### config.mk
export PLATFORM = sky130hd
export DESIGN_NAME = rr_arbiter_8
export DESIGN_NICKNAME = d
export VERILOG_FILES = /design/src/rtl/arb_pkg.sv /design/src/rtl/rr_pick.sv /design/src/rtl/rr_arbiter_8.sv
export SDC_FILE = /design/constraint.sdc
export NUM_CORES = 1
export LEC_CHECK = 0
export BUFFER_PORTS_ARGS = -buffer_cell sky130_fd_sc_hd__buf_2
export CAP_MARGIN = 20
export CORE_MARGIN = 3
export CORE_UTILIZATION = 55
export CTS_BUF_LIST = sky130_fd_sc_hd__clkbuf_16
export DETAILED_ROUTE_END_ITERATION = 8
export PLACE_DENSITY_LB_ADDON = 0.12
export SLEW_MARGIN = 20
export SYNTH_ARGS = -nofsm -noshare
export SYNTH_HDL_FRONTEND = slang
export SYNTH_SLANG_ARGS = --single-unit
### constraint.sdc
create_clock -name clk -period 3.7 [get_ports clk]
set_input_delay 0.555 -clock clk [delete_from_list [all_inputs] [get_ports clk]]
set_output_delay 0.555 -clock clk [all_outputs]
set_load 0.005 [all_outputs]
### src/rtl/arb_pkg.sv
// Shared constants and state type for the 8-way round-robin arbiter.
package arb_pkg;

  localparam int N_REQ = 8;
  localparam int IDX_W = 3;

  typedef enum logic {
    IDLE  = 1'b0,
    GRANT = 1'b1
  } arb_state_t;

endpackage

### src/rtl/rr_pick.sv
// Masked priority encoder: finds the first set request at or after ptr,
// wrapping mod 8. Purely combinational.
module rr_pick
  import arb_pkg::*;
(
  input  logic [N_REQ-1:0] req,
  input  logic [IDX_W-1:0] ptr,
  output logic [IDX_W-1:0] idx,
  output logic             any
);

  logic [2*N_REQ-1:0] dbl;
  logic [N_REQ-1:0]   rot;
  logic [IDX_W-1:0]   off;

  // Rotate so that bit ptr lands at position 0.
  always_comb begin
    dbl = {req, req} >> ptr;
    rot = dbl[N_REQ-1:0];
  end

  // Lowest set bit of the rotated vector, then undo the rotation.
  always_comb begin
    off = '0;
    for (int i = N_REQ - 1; i >= 0; i--) begin
      if (rot[i]) off = IDX_W'(i);
    end
    idx = off + ptr;
    any = |req;
  end

endmodule

### src/rtl/rr_arbiter_8.sv
// Round-robin arbiter for 8 requesters. A grant is held until the owner
// drops its request or MAX_HOLD cycles elapse; every grant is followed by
// one dead cycle in which the next winner is chosen.
module rr_arbiter_8
  import arb_pkg::*;
#(
  parameter int MAX_HOLD = 16
) (
  input  logic             clk,
  input  logic             rst,
  input  logic [N_REQ-1:0] req,
  output logic [N_REQ-1:0] gnt,
  output logic [IDX_W-1:0] gnt_idx,
  output logic             gnt_valid
);

  localparam int HC_W = (MAX_HOLD == 0) ? 1 : $clog2(MAX_HOLD + 1);
  localparam logic [HC_W-1:0] HOLD_LAST = HC_W'((MAX_HOLD == 0) ? 0 : MAX_HOLD - 1);
  localparam bit TIMEOUT_EN = (MAX_HOLD != 0);

  arb_state_t       state, state_n;
  logic [IDX_W-1:0] ptr, ptr_n;
  logic [HC_W-1:0]  hold_cnt, hold_cnt_n;
  logic [N_REQ-1:0] gnt_n;
  logic [IDX_W-1:0] gnt_idx_n;
  logic             gnt_valid_n;

  logic [IDX_W-1:0] pick_idx;
  logic             pick_any;
  logic             release_evt;
  logic             timeout_evt;

  // Counter stops at all-ones; only reachable when the timeout is disabled.
  function automatic logic [HC_W-1:0] sat_inc(input logic [HC_W-1:0] v);
    return (v == '1) ? v : v + 1'b1;
  endfunction

  rr_pick u_pick (
    .req (req),
    .ptr (ptr),
    .idx (pick_idx),
    .any (pick_any)
  );

  // Release and timeout on the same edge produce the same result, so
  // they are simply OR-ed together in the next-state logic.
  always_comb begin
    release_evt = ~req[gnt_idx];
    timeout_evt = TIMEOUT_EN && (hold_cnt == HOLD_LAST);
  end

  // Next-state and next-output logic; defaults hold every register.
  always_comb begin
    state_n     = state;
    ptr_n       = ptr;
    hold_cnt_n  = hold_cnt;
    gnt_n       = gnt;
    gnt_idx_n   = gnt_idx;
    gnt_valid_n = gnt_valid;
    case (state)
      IDLE: begin
        if (pick_any) begin
          state_n     = GRANT;
          gnt_n       = N_REQ'(1) << pick_idx;
          gnt_idx_n   = pick_idx;
          gnt_valid_n = 1'b1;
          ptr_n       = pick_idx + IDX_W'(1);
          hold_cnt_n  = '0;
        end
      end
      GRANT: begin
        if (release_evt || timeout_evt) begin
          state_n     = IDLE;
          gnt_n       = '0;
          gnt_idx_n   = '0;
          gnt_valid_n = 1'b0;
        end else begin
          hold_cnt_n  = sat_inc(hold_cnt);
        end
      end
      default: state_n = IDLE;
    endcase
  end

  // State and output registers; reset overrides every other event.
  always_ff @(posedge clk) begin
    if (rst) begin
      state     <= IDLE;
      ptr       <= '0;
      hold_cnt  <= '0;
      gnt       <= '0;
      gnt_idx   <= '0;
      gnt_valid <= 1'b0;
    end else begin
      state     <= state_n;
      ptr       <= ptr_n;
      hold_cnt  <= hold_cnt_n;
      gnt       <= gnt_n;
      gnt_idx   <= gnt_idx_n;
      gnt_valid <= gnt_valid_n;
    end
  end

endmodule
==> impl_metrics.csv <==
group,metric,value,unit
status,outcome,"completed",
yosys,synthArstFlopShare,0,%
clock_tree,postCtsSetupBuffers,0,
yosys,yosysTopAreaCell,"dfxtp_1",
routing,drc,0,
clock_tree,cts_buffers,3,
grt,grt_pass1_wl,6.00,mm
clock_tree,clkTransAtPathRegs,0.06,ns
timing,slew_violations,0,
critical_path,critPathMaxFanout,9,
pwr,ir_drop,596,uV
yosys,yosysTopAreaCellShare,26.5,%
clock_tree,tritoncts,"built",
floorplanning,pin_count,22,
grt,grt_usage,22.0,%
critical_path,cp-start-kind,"flip-flop",
yosys,synthTopCellsByCount,"21 x dfxtp_1, 19 x nand2_1, 17 x nor2_1, 15 x a21oi_1, 12 x mux2i_1",
timing,tns,0,ns
timing,relSlewSlack,53.7,%
critical_path,rr_worst_depth,15,
critical_path,end_kind,"flip-flop",
grt,grtUsageMet3,4.75,%
timing,clock.fmax,293,MHz
routing,via_count,1417,
timing,finalWorstPathRequiredPeriod,3.42,ns
floorplanning,start_util,60.8,%
timing,post-route-period-util,92.4,%
yosys,syn-num-nets,191,
yosys,synth_flop_cell,"dfxtp_1",
yosys,postSynthCellCount,171,
job,max_cap_violations,0,
worst_hold_path,worstHoldPathCells,2,
routing,viasPerCell,6.35,
placed_design,dp_hpwl,2.76,mm
pwr,power.leakage,0.770,nW
floorplanning,fp-row-count,18,
timing,fin_worst_skew,0.00351,ns
clock_tree,clkSinkCount,21,
yosys,synthDistinctLibCells,39,
grt,grt_pass1_vias,1312,
worst_hold_path,holdCritPathClass,"reg2reg",
placed_design,gp_congestion,0.852,
critical_path,ff2ff_setup_slack,0.28,ns
timing,grt_setup_unrepaired,"false",
timing,tightest_slew,0.686,ns
clock_tree,clock_latency,0.25,ns
grt,grt_overflow,0,
routing,wl,3.62,mm
grt,grt_max_degree,15,
floorplanning,die_w,59.8,um
layout,antenna_cells,0,
yosys,synth_area_leaders,"dfxtp_1 26%, mux4_2 9.9%, mux2i_1 7.6%, ha_1 7.1%, mux4_1 6.6%",
timing,post-route-worst-setup-slack,0.281,ns
routing,wl_per_cell,16.2,um
yosys,synth_area,0.00159,mm^2
floorplanning,core_area,0.00261,mm^2
routing,dr.first_iter.drc_count,84,
placed_design,dp_cells,219,
yosys,yosys.cell_count.top_type,"dfxtp_1",
grt,grt_busiest_layer,"met2",
yosys,synth-edff-count,0,
floorplanning,dieHeight,59.8,um
timing,setup_violations,0,
clock_tree,root_buffer,"clkbuf_16",
pwr,p_per_area,704,mW/mm^2
grt,use_met1,30.6,%
yosys,yosysSeqAreaShare,26.5,%
grt,grt_antenna_before_repair,0,
layout,nets,214,
yosys,synth-seq-cells,21,
layout,stdcell_count,223,
critical_path,crit_type,"reg2reg",
layout,final_layout_size_suffix_gt1_share,23.3,%
routing,ant_nets,0,
layout,syn_to_final_growth,13.7,%
timing,hold_viol,0,
placed_design,portBuffers,21,
timing,hold_ws,0.445,ns
routing,drt_first_pass_iters,4,
critical_path,cp.arrival,3.55,ns
placed_design,post-place-ws,0.0918,ns
clock_tree,clockBufferDepth,2,
clock_tree,cts_max_level,1,
yosys,avgSynthCellArea,9.29,um^2
critical_path,crit_required,3.83,ns
grt,met2_usage,35.2,%
yosys,yosys_warnings,0,
floorplanning,die_area,0.00357,mm^2
-- path summary, 6_finish.rpt --
path / startpoint / to
worst max-delay path: ptr[1]$_SDFFE_PP0P_ / ptr[2]$_SDFFE_PP0P_
worst min-delay path: gnt[0]$_SDFFE_PP0P_ / gnt[0]$_SDFFE_PP0P_
worst max register to register: ptr[1]$_SDFFE_PP0P_ / ptr[2]$_SDFFE_PP0P_
worst min register to register: gnt[0]$_SDFFE_PP0P_ / gnt[0]$_SDFFE_PP0P_
-- per-layer routing --
metal / vias up / wire length (um)
met5: - / 0
met3: 6 / 242
met4: 0 / 38
met2: 49 / 1740
li1: 685 / -
met1: 677 / 1610
-- sequential cells by signal, indices dropped and copies added, names as in the netlist --
| register | count |
|---|---|
| state | 1 |
| gnt | 8 |
| gnt_idx | 3 |
| gnt_valid | 1 |
| ptr | 3 |
| hold_cnt | 5 |
-- critical path, cell delays in order, from the launching register on --
cell and delay (ns):
dfxtp_1 0.39, buf_4 0.23, mux2_2 0.37, nand3_1 0.08, o311ai_0 0.14, a21oi_1 0.18
o21ai_0 0.11, a21oi_1 0.15, ha_1 0.17, inv_1 0.06, fa_1 0.38, xor2_1 0.19
xnor2_2 0.40, ha_1 0.32, nand2_1 0.07, a21oi_1 0.08
-- power breakdown --
part,switching (mW),internal (mW)
clock,0.0808,0.144
combinational,0.383,0.319
sequential,0.0621,0.284
-- placed cells by master (no fill, tap or decap), types with 2 or more instances in the layout --
master | synthesis | routed
inv_1 | 8 | 9
a32o_1 | 3 | 3
mux4_1 | 4 | 4
buf_4 | 0 | 4
o31ai_1 | 2 | 2
dfxtp_1 | 21 | 20
mux2i_1 | 12 | 12
nand2_1 | 19 | 19
clkbuf_16 | 0 | 3
o21ai_0 | 11 | 11
nand3_1 | 7 | 7
mux4_2 | 7 | 7
mux2_2 | 5 | 5
buf_2 | 1 | 21
nor2_1 | 17 | 17
ha_1 | 9 | 9
xor2_1 | 2 | 2
a31oi_1 | 3 | 3
a21oi_1 | 15 | 15
-- metrics by stage --
step                      area (um^2)  utilization (%)  power [mW]
final                            1810             69.2        1.27
after CTS                        1810             69.1        1.27
after floorplan                  1590                -       0.860
after detailed placement         1730             66.1        1.04
after global placement           1730             66.1        1.01
after global routing             1810             69.2        1.38
-- final cells by class --
class	instances	area (um^2)
multi-input combinational	134	1090
tap	30	37.5
inverter	9	38.8
sequential	21	422
clock buffer	3	75.1
fill	199	806
clock inverter	1	3.75
timing repair buffer	25	135
-- repair_timing --
action | CTS | global route
endpoints found under the setup margin | 0 | 1
hold buffers | 0 | 0
endpoints found under the hold margin | 0 | 0
resized for setup | 0 | 1
-- cells by family (layout without fill, tap and decap cells) --
group / after synthesis / count (layout) / synth area share [%]
buffers and inverters: 16 / 38 / 4.64
AND/OR/NAND/NOR: 52 / 52 / 14.4
flip-flops: 21 / 21 / 26.5
adder cells (fa/ha/maj): 10 / 10 / 8.35
XOR/XNOR: 3 / 3 / 2.13
multiplexers: 28 / 28 / 27.6
AO/OA/AOI/OAI: 41 / 41 / 16.4
No activity file was read; power rests on OpenSTA's default activity.
